`config.mk`:
```
export PLATFORM = sky130hd
export DESIGN_NAME = psoa_logit
export DESIGN_NICKNAME = d
export VERILOG_FILES = /design/src/rtl/psoa_logit.sv
export SDC_FILE = /design/constraint.sdc
export NUM_CORES = 1
export LEC_CHECK = 0
export BUFFER_PORTS_ARGS = -buffer_cell sky130_fd_sc_hd__buf_2
export CORE_MARGIN = 1.5
export CORE_UTILIZATION = 35
export CTS_CLUSTER_DIAMETER = 120
export DETAILED_ROUTE_END_ITERATION = 6
export SLEW_MARGIN = 20
export SYNTH_ARGS = -nofsm -noshare
export SYNTH_HDL_FRONTEND = slang
export SYNTH_SLANG_ARGS = --single-unit
```
`constraint.sdc`:
```
create_clock -name clk -period 2.95 [get_ports clk]
set_input_delay 0.59 -clock clk [delete_from_list [all_inputs] [get_ports clk]]
set_output_delay 0.59 -clock clk [all_outputs]
set_load 0.1 [all_outputs]
```
`src/rtl/psoa_logit.sv`:
```
// psoa_logit: inverse sigmoid by bit-serial bisection
// against an external fixed-latency psoa_sigmoid.
module psoa_logit #(
  parameter int WIDTH     = 16,
  parameter int FRAC_BITS = 10,
  parameter int ITER      = 13,
  parameter int SIG_LAT   = 1
) (
  input  logic             clk,
  input  logic             rst_n,
  input  logic             start,
  input  logic [WIDTH-1:0] y,
  output logic             busy,
  output logic             done,
  output logic [WIDTH-1:0] x_out,
  output logic             sat,
  output logic [WIDTH-1:0] sig_x,
  input  logic [WIDTH-1:0] sig_fx
);

  localparam int BW = (ITER > 1) ? $clog2(ITER) : 1;
  localparam int CW = $clog2(SIG_LAT + 1);

  localparam logic [WIDTH-1:0] ONE  =
    WIDTH'(1) << FRAC_BITS;
  localparam logic [WIDTH-1:0] HALF = ONE >> 1;

  typedef enum logic [2:0] {
    S_IDLE,
    S_LOAD,
    S_PROBE,
    S_WAIT,
    S_FIN
  } state_t;

  state_t           state;
  logic [WIDTH-1:0] tgt;
  logic             neg;
  logic [ITER-1:0]  acc;
  logic [BW-1:0]    b;
  logic [CW-1:0]    cnt;

  logic [WIDTH-1:0] y_clip;
  logic [ITER-1:0]  trial;
  logic [WIDTH-1:0] mag;

  assign y_clip = (y > ONE) ? ONE : y;
  assign trial  = acc | (ITER'(1) << b);
  assign mag    = WIDTH'(acc);

  always_ff @(posedge clk or negedge rst_n) begin
    if (!rst_n) begin
      state <= S_IDLE;
      tgt   <= '0;
      neg   <= 1'b0;
      acc   <= '0;
      b     <= '0;
      cnt   <= '0;
      busy  <= 1'b0;
      done  <= 1'b0;
      sat   <= 1'b0;
      x_out <= '0;
      sig_x <= '0;
    end else begin
      done <= 1'b0;
      unique case (state)
        S_IDLE: begin
          busy <= start;
          if (start) begin
            neg   <= (y_clip < HALF);
            tgt   <= (y_clip >= HALF) ? y_clip
                                      : ONE - y_clip;
            acc   <= '0;
            b     <= BW'(ITER - 1);
            state <= S_LOAD;
          end
        end
        S_LOAD: begin
          if (tgt >= ONE) begin
            acc   <= '1;
            sat   <= 1'b1;
            state <= S_FIN;
          end else begin
            sat   <= 1'b0;
            state <= S_PROBE;
          end
        end
        S_PROBE: begin
          sig_x <= WIDTH'(trial);
          cnt   <= CW'(SIG_LAT);
          state <= S_WAIT;
        end
        S_WAIT: begin
          cnt <= cnt - 1'b1;
          // counter hits zero on this edge: sig_fx is valid
          if (cnt == CW'(1)) begin
            if (sig_fx <= tgt)
              acc <= trial;
            if (b == '0) begin
              state <= S_FIN;
            end else begin
              b     <= b - 1'b1;
              state <= S_PROBE;
            end
          end
        end
        S_FIN: begin
          x_out <= neg ? -mag : mag;
          done  <= 1'b1;
          state <= S_IDLE;
        end
        default: state <= S_IDLE;
      endcase
    end
  end

endmodule

```
# Yosys cells after proc, flatten, opt, wreduce, memory -nomap -nowiden
# Cells that the tools add are included.
# W data, S select, Z words.
[totals] input_bits=35 ff_bits=70 out_inout_bits=35
[op_classes] n_mux=20 bitwise_logic=1 n_shift=1 add_sub_neg=4 n_reduce_logical=9 n_lt_le_gt_ge=5 n_eq_ne=9
[op_table] cell="$mux W13" count=4
[op_table] cell="$mux W16" count=3
[op_table] cell="$pmux W13 S3" count=1
[op_table] cell="$ge A16 B10 Y1 const B" count=1
[op_table] cell="$ge A16 B11 Y1 const B" count=1
[op_table] cell="$gt A16 B11 Y1 const B" count=1
[op_table] cell="$le A16 B16 Y1" count=1
[op_table] cell="$lt A16 B10 Y1 const B" count=1
[op_table] cell="$neg A13 Y16" count=1
[op_table] cell="$sub A11 B16 Y16 const A" count=1
[op_table] cell="$or A13 B13 Y13" count=1
[op_table] cell="$shl A1 B4 Y13 const A" count=1
[op_table] cell="$mux W3" count=4
[op_table] cell="$mux W4" count=3
[op_table] cell="$pmux W3 S4" count=1
[op_table] cell="$ne A2 B2 Y1 const B" count=5
[op_table] cell="$pmux W4 S2" count=1
[op_table] cell="$eq A3 B2 Y1 const B" count=2
[op_table] cell="$reduce_and A5 Y1" count=1
[op_table] cell="$logic_not A4 Y1" count=1
[op_table] cell="$reduce_and A2 Y1" count=2
[op_table] cell="$reduce_and A4 Y1" count=1
[op_table] cell="$reduce_bool A2 Y1" count=2
[op_table] cell="$sub A4 B1 Y4 const B" count=1
[op_table] cell="other kinds (7)" count=8

# Logic depth before layout (Yosys ltp)
[logic_depth] ltp_word=5 depth_mapped=9 mapped_depth_nobuf=9

# Least setup slack after synthesis
# OpenSTA, ideal clock, no wires.
[synth_path] path_type="input port to flip-flop" startpoint="in y[12]" endpoint="reg tgt[6]" n_path_buf=0 setup_slack_ps=542 arrival_time_ps=2313 setup_time_ps=95 path_stages=8 cell_sequence="or3_1 -> or3_2 -> nor2_1 -> nand2_1 -> ha_1 -> a21oi_1 -> xnor2_1 -> o31ai_1"
[synth_via] elab_chain_len=4 word_cells_on_any_way=5 classes_between="1 x add/sub; 2 x order compare; 2 x mux"
[synth_rtl] item="start: declaration" line_no="12" source="input logic [WIDTH-1:0] y,"
[synth_rtl] item="$gt A16 B11 Y1" line_no="47" source="assign y_clip = (y > ONE) ? ONE : y;"
[synth_rtl] item="$mux W16 (*)" line_no="47"
[synth_rtl] item="$sub A11 B16 Y16 or $ge A16 B10 Y1 (tied branches)" line_no="72, 71"
[synth_rtl] item="$mux W16 (*)" line_no="71" source="tgt <= (y_clip >= HALF) ? y_clip"
[synth_rtl] item="end signal: assignment" line_no="71"
[synth_rtl] item="end: declaration" line_no="37" source="logic [WIDTH-1:0] tgt;"
# Every way passes the cells marked *; elsewhere a longest branch is shown, timed or not.
# A chain may end at the register's enable or synchronous reset.

# Final worst setup path
[layout_path] startpoint="in y[12]" endpoint="reg tgt[8]"
# Same word-level chain as after synthesis.

==> flow_summary.ini <==
[outcome]
run_status = finished clean

[synthesis]
yosysWarnings = 0
post-synth-top-count-cell = dfrtp_1
synth_top_cells_by_count = dfrtp_1 (70), a21oi_1 (53), nand2_1 (50)
post_synth.cell_area_avg_um2 = 9.10
yosysUniqueCellTypes = 46
synth_edf_count = 0
post_synth_top_area_cell = dfrtp_1
synth_area_um2 = 3730
synthesized_flop_and_latch_total = 70
predominant_post_synthesis_flop_cell = dfrtp_1
post_syn_instances = 410
yosys.area.top_type_share_pct = 46.9
seq_area_frac_synth_pct = 46.9
synth_async_sr_flop_share_pct = 100
synth_area_leaders = dfrtp_1 (47%), ha_1 (7.7%), a21oi_1 (7.1%)

[grt]
grt_start_max_net_pins = 37
antenna_violations_before_repair = 0
first_global_vias = 3028
grt_overflow = 0
global_route_wire_length_before_repair_mm = 14.3
grt.total_usage_pct = 15.9

[final_layout]
post_route_cells_drive_above_1_share_pct = 19.5
count_of_non_filler_cells_in_the_finished_layout = 614
syn2layout_area_growth_pct = 16.2
num_antenna_cells = 0
fin_nets = 534
postLayoutCoreUtil_pct = 42.0
layout.filler_cells = 1053
design_area_um2 = 4340

[place]
placement_stage_cell_area_um2 = 4190
post-place-ws_ns = 0.296
dpl.cell_count = 601
detailed_place_hpwl_mm = 6.27
place.gp.congestion = 0.894
place.port_buffers = 66

[clocking]
resized_gates_after_cts = 0
htree_levels = 3
cts_tree = done
numClockSinks = 70
cts-hold-fix-buffers = 0
clock_latency_late_sink_ns = 0.34
clk_transition_reported_paths_ns = 0.07
cts_made_buffers = 9
cts-root-to-sink-buffers = 2
cts-root-buf = clkbuf_8
post_cts.repair.setup_buffers = 0

[sta]
finalSetupViolCount = 0
fin_crit_sh_pct = 78.2
final_hold_viol_count = 0
timing.final.max_slew_violations = 0
final_worst_slack_ns = 0.643
unrepaired_setup_endpoints_after_global_routing = no
fin_tns_setup_ns = 0
finalCriticalPeriod_ns = 2.31
tightestPinTransition_ns = 0.803
finalClockSkew_ns = 0.00758
timing.fmax_mhz = 433
worst_hold_slack_across_all_endpoints_ns = 0.338
relSlewSlack_pct = 46.4

[critical_path]
cp_top_family = simple AND/OR/NAND/NOR gates
maximum_cell_stage_delay_along_the_critical_path_ns = 0.43
cp_num_buf_inv = 1
r2r_slack_ns = 0.66
critical_path_required_ns = 3.19
crit_path_start = y[12]
crit_path_cell_trace = buf_2 -> or3_1 -> or3_2 -> nor2_1 -> nand2_1 -> ha_1 -> a31oi_1 -> xnor2_1 -> o31ai_1
rr_endpoint = tgt[4]
cp.depth = 9
timing.reg2reg.worst_path_depth = 6
timing.critical_path.to_type = flip-flop
worstSetupPathType = input pin to flip-flop
slowest_stage = or3_2
crit-reg2reg-launch = state[1]
timing.critical_path.from_type = input pin
crit_fanout = 6
cp.arrival_ns = 2.55
worst_setup_path_endpoint = tgt[8]

[route]
first_iter_violations = 113
drt-vias-per-instance = 5.06
dr_total_vias = 3108
drt_pre_antenna_iters = 4
drt.antenna.violating_nets = 0
route.detailed.wl_per_inst_um = 13.4
routed_wire_length_mm = 8.24
drcViolationCount = 0

[power_and_ir_drop]
p_sw_share_pct = 54.1
power.switching_mw = 2.33
power.share.clock_pct = 14.3
power_mw = 4.31
static-leakage-power_nw = 2.01
vdd_ir_drop_max_mv = 0.588
share_seq_of_total_power_pct = 35.4
p_comb_share_pct = 50.3
power_report.internal_total_mw = 1.98
power_per_cell_area_nw_per_um2 = 993

[floorplanning]
initial_utilization_pct = 36.1
floorplan.core_area_um2 = 10300
io_pins = 70
dieWidth_um = 106
full_die_area_um2 = 11300
die_h_um = 106
row_count = 37

[job]
timing.max_cap.violations = 0

[min_path]
min-delay-path-class = input pin to asynchronous set/reset pin
registers in the layout, summed over array words and instances, names as in the netlist:
name	count
state	3
sig_x	13
tgt	16
busy	1
b	4
acc	13
cnt	1
sat	1
done	1
x_out	16
neg	1
cells by family after synthesis:
kind of cell,share of synthesized area [%]
buffers and inverters,5.20
XOR/XNOR,4.23
AO/OA/AOI/OAI,19.5
flip-flops,46.9
multiplexers,0.872
adder cells (fa/ha/maj),7.71
AND/OR/NAND/NOR,15.5
other,0.101
placed cells by master (no fill, tap or decap), types with 4 or more instances in the layout:
| cell | Yosys | layout |
|---|---|---|
| ha_1 | 23 | 23 |
| nand3_1 | 6 | 6 |
| a21oi_1 | 53 | 53 |
| buf_2 | 2 | 66 |
| o31ai_1 | 7 | 7 |
| xnor2_1 | 9 | 9 |
| nor3_1 | 7 | 7 |
| inv_1 | 26 | 26 |
| o21ai_0 | 40 | 40 |
| nor2_1 | 31 | 31 |
| buf_4 | 3 | 4 |
| nor4_1 | 4 | 4 |
| xor2_1 | 9 | 9 |
| dfrtp_1 | 70 | 70 |
| clkbuf_8 | 0 | 9 |
| a211oi_1 | 8 | 8 |
| nand2_1 | 50 | 50 |
| nor2b_1 | 7 | 7 |
per-layer routing:
layer | GRT usage [%] | up-vias | share of wire [%]
met5 | 0 | - | 0
met3 | 3.25 | 11 | 5.3
met2 | 24.9 | 88 | 45
met4 | 5.79 | 0 | 1.8
li1 | - | 1552 | -
met1 | 21.8 | 1457 | 48
worst min path at each step:
stage	from	endpoint	slack, ns
6_report	rst_n	done	0.34
3_5_place_dp	x_out[13]	x_out[13]	0.46
5_1_grt	rst_n	state[2]	0.43
3_3_place_gp	x_out[14]	x_out[14]	0.45
2_1_floorplan	rst_n	acc[0]	0.29
4_1_cts	rst_n	x_out[15]	0.37
cell type report:
| cell class | instances | area, um^2 | area share, % |
|---|---|---|---|
| multi-input cells | 298 | 1790 | 41.4 |
| clock buffers | 10 | 128 | 2.94 |
| flip-flops and latches | 70 | 1750 | 40.4 |
| repair buffers | 71 | 380 | 8.77 |
| well taps | 136 | 170 | 3.92 |
| clock inverters | 3 | 15.0 | 0.346 |
| inverters | 26 | 97.6 | 2.25 |
worst register-to-register path, delay by kind of cell, from the launching register on:
family	cells	cell delay, ns
buffers and inverters	2	0.43
and+or+nand+nor	2	0.82
DFF	1	0.48
AOI/OAI and AO/OA	2	0.51
power groups by stage:
stage	Combinational [mW]	Clock, mW	Sequential, mW
after floorplan	0.733	0	2.55
after global placement	2.17	0	1.53
after detailed placement	2.18	0	1.54
after CTS	2.18	0.634	1.52
after global routing	2.34	0.672	1.57
final	2.17	0.615	1.52
Power figures use the tool's default switching activity.
